## src/rtl/seq_detect_param.sv

```systemverilog
// -----------------------------------------------------------------------------
// seq_detect_param
//
// Parametrised Moore serial pattern detector for a 1-bit stream. The pattern
// can be reloaded at run time. Matches can overlap or not, as selected by
// ovl_en. Input bits are qualified by in_valid. A saturating counter keeps a
// count of matches.
//
// Ports
//   clk        in   rising-edge clock
//   clr        in   synchronous active-low reset
//   in_valid   in   qualifies `in`; bits are sampled only when high
//   in         in   serial data bit, MSB of the pattern arrives first
//   ovl_en     in   1 = overlapping matches, 0 = restart after each match
//   pat_load   in   load pat_in as the new pattern and restart detection
//   pat_in     in   new pattern (PAT_W bits)
//   cnt_clr    in   clear match_cnt and cnt_sat
//   out        out  registered match flag (cs == PAT_W)
//   cs         out  number of pattern bits currently matched (0..PAT_W)
//   match_cnt  out  saturating match count
//   cnt_sat    out  sticky saturation flag
// -----------------------------------------------------------------------------
module seq_detect_param #(
    parameter int               PAT_W   = 3,
    parameter logic [PAT_W-1:0] PAT_RST = 3'b101,
    parameter int               CNT_W   = 8,
    parameter int               CS_W    = $clog2(PAT_W + 1)
) (
    input  logic             clk,
    input  logic             clr,
    input  logic             in_valid,
    input  logic             in,
    input  logic             ovl_en,
    input  logic             pat_load,
    input  logic [PAT_W-1:0] pat_in,
    input  logic             cnt_clr,
    output logic             out,
    output logic [CS_W-1:0]  cs,
    output logic [CNT_W-1:0] match_cnt,
    output logic             cnt_sat
);

    localparam logic [CS_W-1:0]  CS_FULL = CS_W'(PAT_W);
    localparam logic [CNT_W-1:0] CNT_MAX = '1;

    logic [PAT_W-1:0] pat_q, pat_d;
    logic [CS_W-1:0]  cs_q, cs_d;
    logic             out_q, out_d;
    logic [CNT_W-1:0] cnt_q, cnt_d;
    logic             sat_q, sat_d;

    logic [CS_W-1:0]  cs_eff;
    logic [CS_W-1:0]  ns;
    logic             hit;

    // The last cs received bits always equal the first cs pattern bits. So
    // the received history is fully described by (pat, cs), and no separate
    // shift register is needed. This returns the longest pattern prefix that
    // is also a suffix of {prefix(cur), bit_in}. That is the KMP fallback.
    // The k <= cur+1 limit keeps the result within the number of valid bits
    // received since the last restart.
    function automatic logic [CS_W-1:0] next_state(
        input logic [PAT_W-1:0] pat,
        input logic [CS_W-1:0]  cur,
        input logic             bit_in
    );
        logic [PAT_W:0]  pat_x;
        logic [PAT_W:0]  seq;
        logic [PAT_W:0]  ones;
        logic [PAT_W:0]  mask;
        logic [PAT_W:0]  pre;
        logic [CS_W-1:0] best;
        int              c;
        pat_x = {1'b0, pat};
        ones  = '1;
        c     = int'(cur);
        // The matched prefix is right-aligned, then the new bit is appended.
        seq   = ((pat_x >> (PAT_W - c)) << 1) | {{PAT_W{1'b0}}, bit_in};
        best  = '0;
        for (int k = 1; k <= PAT_W; k++) begin
            mask = ones >> (PAT_W + 1 - k);
            pre  = pat_x >> (PAT_W - k);
            if ((k <= c + 1) && ((seq & mask) == pre)) begin
                best = CS_W'(k);
            end
        end
        return best;
    endfunction

    // In non-overlap mode a completed match discards the history. The bit
    // that follows a match is then evaluated as if from cs = 0.
    assign cs_eff = ((cs_q == CS_FULL) && !ovl_en) ? '0 : cs_q;
    assign ns     = next_state(pat_q, cs_eff, in);

    always_comb begin
        // NOTE: every signal gets a default first. Without this, a path that
        // skips an assignment would infer a latch.
        pat_d = pat_q;
        cs_d  = cs_q;
        out_d = out_q;
        cnt_d = cnt_q;
        sat_d = sat_q;
        hit   = 1'b0;

        // pat_load wins over in_valid. The bit presented in that cycle is dropped.
        if (pat_load) begin
            pat_d = pat_in;
            cs_d  = '0;
            out_d = 1'b0;
        end else if (in_valid) begin
            cs_d  = ns;
            out_d = (ns == CS_FULL);
            hit   = (ns == CS_FULL);
        end

        // A clear wins over a match in the same cycle.
        if (cnt_clr) begin
            cnt_d = '0;
            sat_d = 1'b0;
        end else if (hit) begin
            if (cnt_q == CNT_MAX) begin
                sat_d = 1'b1;
            end else begin
                cnt_d = cnt_q + 1'b1;
            end
        end
    end

    // NOTE: state registers use non-blocking assignments only. All flops then
    // update together from values sampled before the edge.
    always_ff @(posedge clk) begin
        if (!clr) begin
            pat_q <= PAT_RST;
            cs_q  <= '0;
            out_q <= 1'b0;
            cnt_q <= '0;
            sat_q <= 1'b0;
        end else begin
            pat_q <= pat_d;
            cs_q  <= cs_d;
            out_q <= out_d;
            cnt_q <= cnt_d;
            sat_q <= sat_d;
        end
    end

    assign out       = out_q;
    assign cs        = cs_q;
    assign match_cnt = cnt_q;
    assign cnt_sat   = sat_q;

endmodule

```

## config.mk

```make
export PLATFORM = sky130hd
export DESIGN_NAME = seq_detect_param
export DESIGN_NICKNAME = d
export VERILOG_FILES = /design/src/rtl/seq_detect_param.sv
export SDC_FILE = /design/constraint.sdc
export NUM_CORES = 1
export LEC_CHECK = 0
export BUFFER_PORTS_ARGS = -buffer_cell sky130_fd_sc_hd__buf_2
export CAP_MARGIN = 20
export CORE_AREA = 5 5 47 49
export CTS_BUF_LIST = sky130_fd_sc_hd__clkbuf_8
export DETAILED_ROUTE_END_ITERATION = 16
export DIE_AREA = 0 0 52 54
export PLACE_DENSITY_LB_ADDON = 0.15
export SKIP_CTS_REPAIR_TIMING = 1
export SLEW_MARGIN = 5
export SYNTH_ARGS = -nofsm -noshare
export SYNTH_HDL_FRONTEND = slang
export SYNTH_SLANG_ARGS = --single-unit
```

## constraint.sdc

```tcl
create_clock -name clk -period 2.5 [get_ports clk]
set_input_delay 0.625 -clock clk [delete_from_list [all_inputs] [get_ports clk]]
set_output_delay 0.625 -clock clk [all_outputs]
set_load 0.05 [all_outputs]
```

==> impl_metrics.py <==
metrics = {
    "floorplanning": {
        "pin_count": 22,
        "start_util": 0.4684,
        "die_h_um": 54,
        "placement_rows": 16,
        "die-width_um": 52,
        "die_area_um2": 2808,
        "coreArea_um2": 1822,
    },
    "min_path": {
        "hp-class": "flip-flop to flip-flop",
    },
    "drt": {
        "ant_nets": 0,
        "drt_pass1_iterations": 4,
        "routed_via_density": 5.303,
        "via_count": 822,
        "drtIter0Drc": 23,
        "wl_um": 1812,
        "wl_per_cell_um": 11.69,
        "drcViolationCount": 0,
    },
    "clock_tree": {
        "htree_levels": 1,
        "cts.sinks": 15,
        "path_clk_slew_ps": 60,
        "clockRootBuffer": "clkbuf_8",
        "clock_path_buffers": 2,
        "clock_latency_ps": 240,
        "cts_buffers": 3,
        "cts_tree": "yes",
    },
    "placement": {
        "dp.final_hpwl_um": 1358,
        "gp_congestion": 0.7897,
        "io_buffers": 21,
        "place_area_um2": 974.7,
        "dp_slack_ps": 144.5,
    },
    "logic_synthesis": {
        "yosysSeqAreaShare": 0.3519,
        "synth_area_leaders": "dfxtp_1 (35%), nand3_1 (7.0%), a21oi_1 (5.3%)",
        "synth.distinct_cells": 33,
        "synthArstFlopShare": 0,
        "syn_avg_cell_area_um2": 7.975,
        "synth_nets": 118,
        "synth_top_area_share": 0.3519,
        "synthFlopType": "dfxtp_1",
        "synthCells": 107,
        "yosysWarnings": 0,
        "synth_seq_cells": 15,
        "yosysTopAreaCell": "dfxtp_1",
        "syn_area_um2": 853.3,
        "synth_edf_count": 0,
    },
    "finish": {
        "fill_cells": 187,
        "final_cell_area_um2": 1026,
        "area_growth_pct": 20.23,
        "drive_above_1_share": 0.2422,
        "mostFrequentLayoutCells": "buf_2 (22), dfxtp_1 (15), nand2_1 (12), nand3_1 (12), a21oi_1 (9)",
        "fin_nets": 140,
        "antenna_cells": 0,
        "final_util": 0.5632,
        "multi_input_area_um2": 509.2,
        "regArea_um2": 300.3,
        "layout_commonest_cell": "buf_2",
    },
    "pwr": {
        "p_per_area_nw_per_um2": 470.5,
        "ir_worst_vdd_mv": 0.4533,
        "p_leak_nw": 0.3887,
        "finalPower_w": 0.0004827,
    },
    "timing": {
        "hold_viol": 0,
        "fmax_ghz": 0.4801,
        "fin_crit_ps": 2083,
        "finalCritPeriodShare": 0.8332,
        "setup_slack_ps": 417.1,
        "setup_violations": 0,
        "rsz0062_at_grt": "no",
        "slew_violations": 0,
        "slew_headroom": 0.7467,
        "worst_pin_slew_ps": 379.4,
        "fin_worst_skew_ps": 2.192,
        "finalSetupTns_ps": 0,
    },
    "run": {
        "drv_cap": 0,
    },
    "critical_path": {
        "cpMostUsedCell": "buf_2",
        "critPathSlowestCell": "or4_1",
        "cp_max_fo": 9,
        "critical_path.max_stage_delay_ps": 500,
        "required_ps": 2670,
        "critPathArrivalTime_ps": 2260,
        "worstReg2RegEnd": "match_cnt[3]",
        "endpoint": "match_cnt[3]",
        "rrSetupSlack_ps": 500,
        "r2r-start": "pat_q[0]",
        "r2r_cells": 6,
        "startpoint_type": "input port",
        "end_kind": "flip-flop",
        "crit_chain": "buf_2, xor2_1, a2111oi_4, o31ai_1, buf_2, or4_1, a21oi_1",
        "worstSetupPathType": "input port to flip-flop",
        "cp-startpoint": "in",
    },
    "global_routing": {
        "first_global_vias": 658,
        "grt_max_degree": 12,
        "grtUsageTotal": 0.1369,
        "grt_pass1_wl_um": 2925,
        "gr-total-overflow": 0,
        "antenna_found_initial": 0,
    },
    "outcome": {
        "status": "finished, final reports clean",
    },
}
metal layers:
metal / vias to the layer above / routed length, um / global-route usage
met3: 0 / 103 / 0.03601
met2: 24 / 786 / 0.2029
met4: 0 / 0 / 0.02620
met1: 373 / 923 / 0.1983
li1: 425 / - / -
met5: - / 0 / 0
Yosys cell counts, types with 2 or more instances:
| cell | n |
|---|---|
| o31ai_1 | 2 |
| nand2_1 | 12 |
| clkbuf_1 | 3 |
| a21oi_1 | 9 |
| or3_1 | 2 |
| dfxtp_1 | 15 |
| nor2_1 | 4 |
| o211ai_1 | 2 |
| mux2i_1 | 4 |
| buf_2 | 2 |
| nand3_1 | 12 |
| nor3_1 | 5 |
| or4_1 | 2 |
| xnor2_1 | 2 |
| inv_1 | 4 |
| o21ai_0 | 5 |
| nand2b_1 | 3 |
| nor2b_1 | 4 |
metrics by stage:
stage          cells  hold slack [ps]
6_report         155            456.6
5_1_grt          155            500.3
3_3_place_gp     150            442.5
4_1_cts          154            454.0
3_5_place_dp     150            444.5
2_1_floorplan    107            539.5
flip-flops by register name (all words and copies together) (netlist names):
| name | flops |
|---|---|
| match_cnt | 8 |
| pat_q | 3 |
| cs | 2 |
| cnt_sat | 1 |
| out | 1 |
cells by family (layout without fill, tap and decap cells):
kind of cell    count (synthesis)  after routing  share of synthesized area
mux                             4              4                    0.04692
flops                          15             15                     0.3519
buf+inv                        11             32                    0.05131
compound gates                 25             25                     0.2126
simple gates                   48             48                     0.2918
fa+ha+maj                       1              1                    0.01466
xor+xnor                        3              3                    0.03080
how the worst min path moves through the flow:
stage	from	endpoint	slack [ps]	cells past startpoint
floorplan	pat_q[0]	pat_q[0]	540	2
global placement	out	out	440	2
detailed placement	out	out	440	2
CTS	out	out	450	2
global route	out	out	500	2
finish	out	out	460	2
critical path, delay by kind of cell:
kind | cells | cell delay, ps
xor+xnor | 1 | 160
simple gates | 1 | 500
buf+inv | 2 | 330
compound gates | 3 | 630
power breakdown:
group	internal, W	switching (W)
combinational	0.0000180	0.0000224
clock	0.000110	0.0000818
sequential	0.000243	0.00000783
total	0.000371	0.000112
layout make-up:
class / count / share of cell area
Clock buffer: 3 / 0.04024
Clock inverter: 1 / 0.004878
Inverter: 5 / 0.01829
Multi-Input combinational cell: 81 / 0.4963
Sequential cell: 15 / 0.2927
Tap cell: 27 / 0.03293
Timing Repair Buffer: 23 / 0.1146
Power figures use the tool's default switching activity.
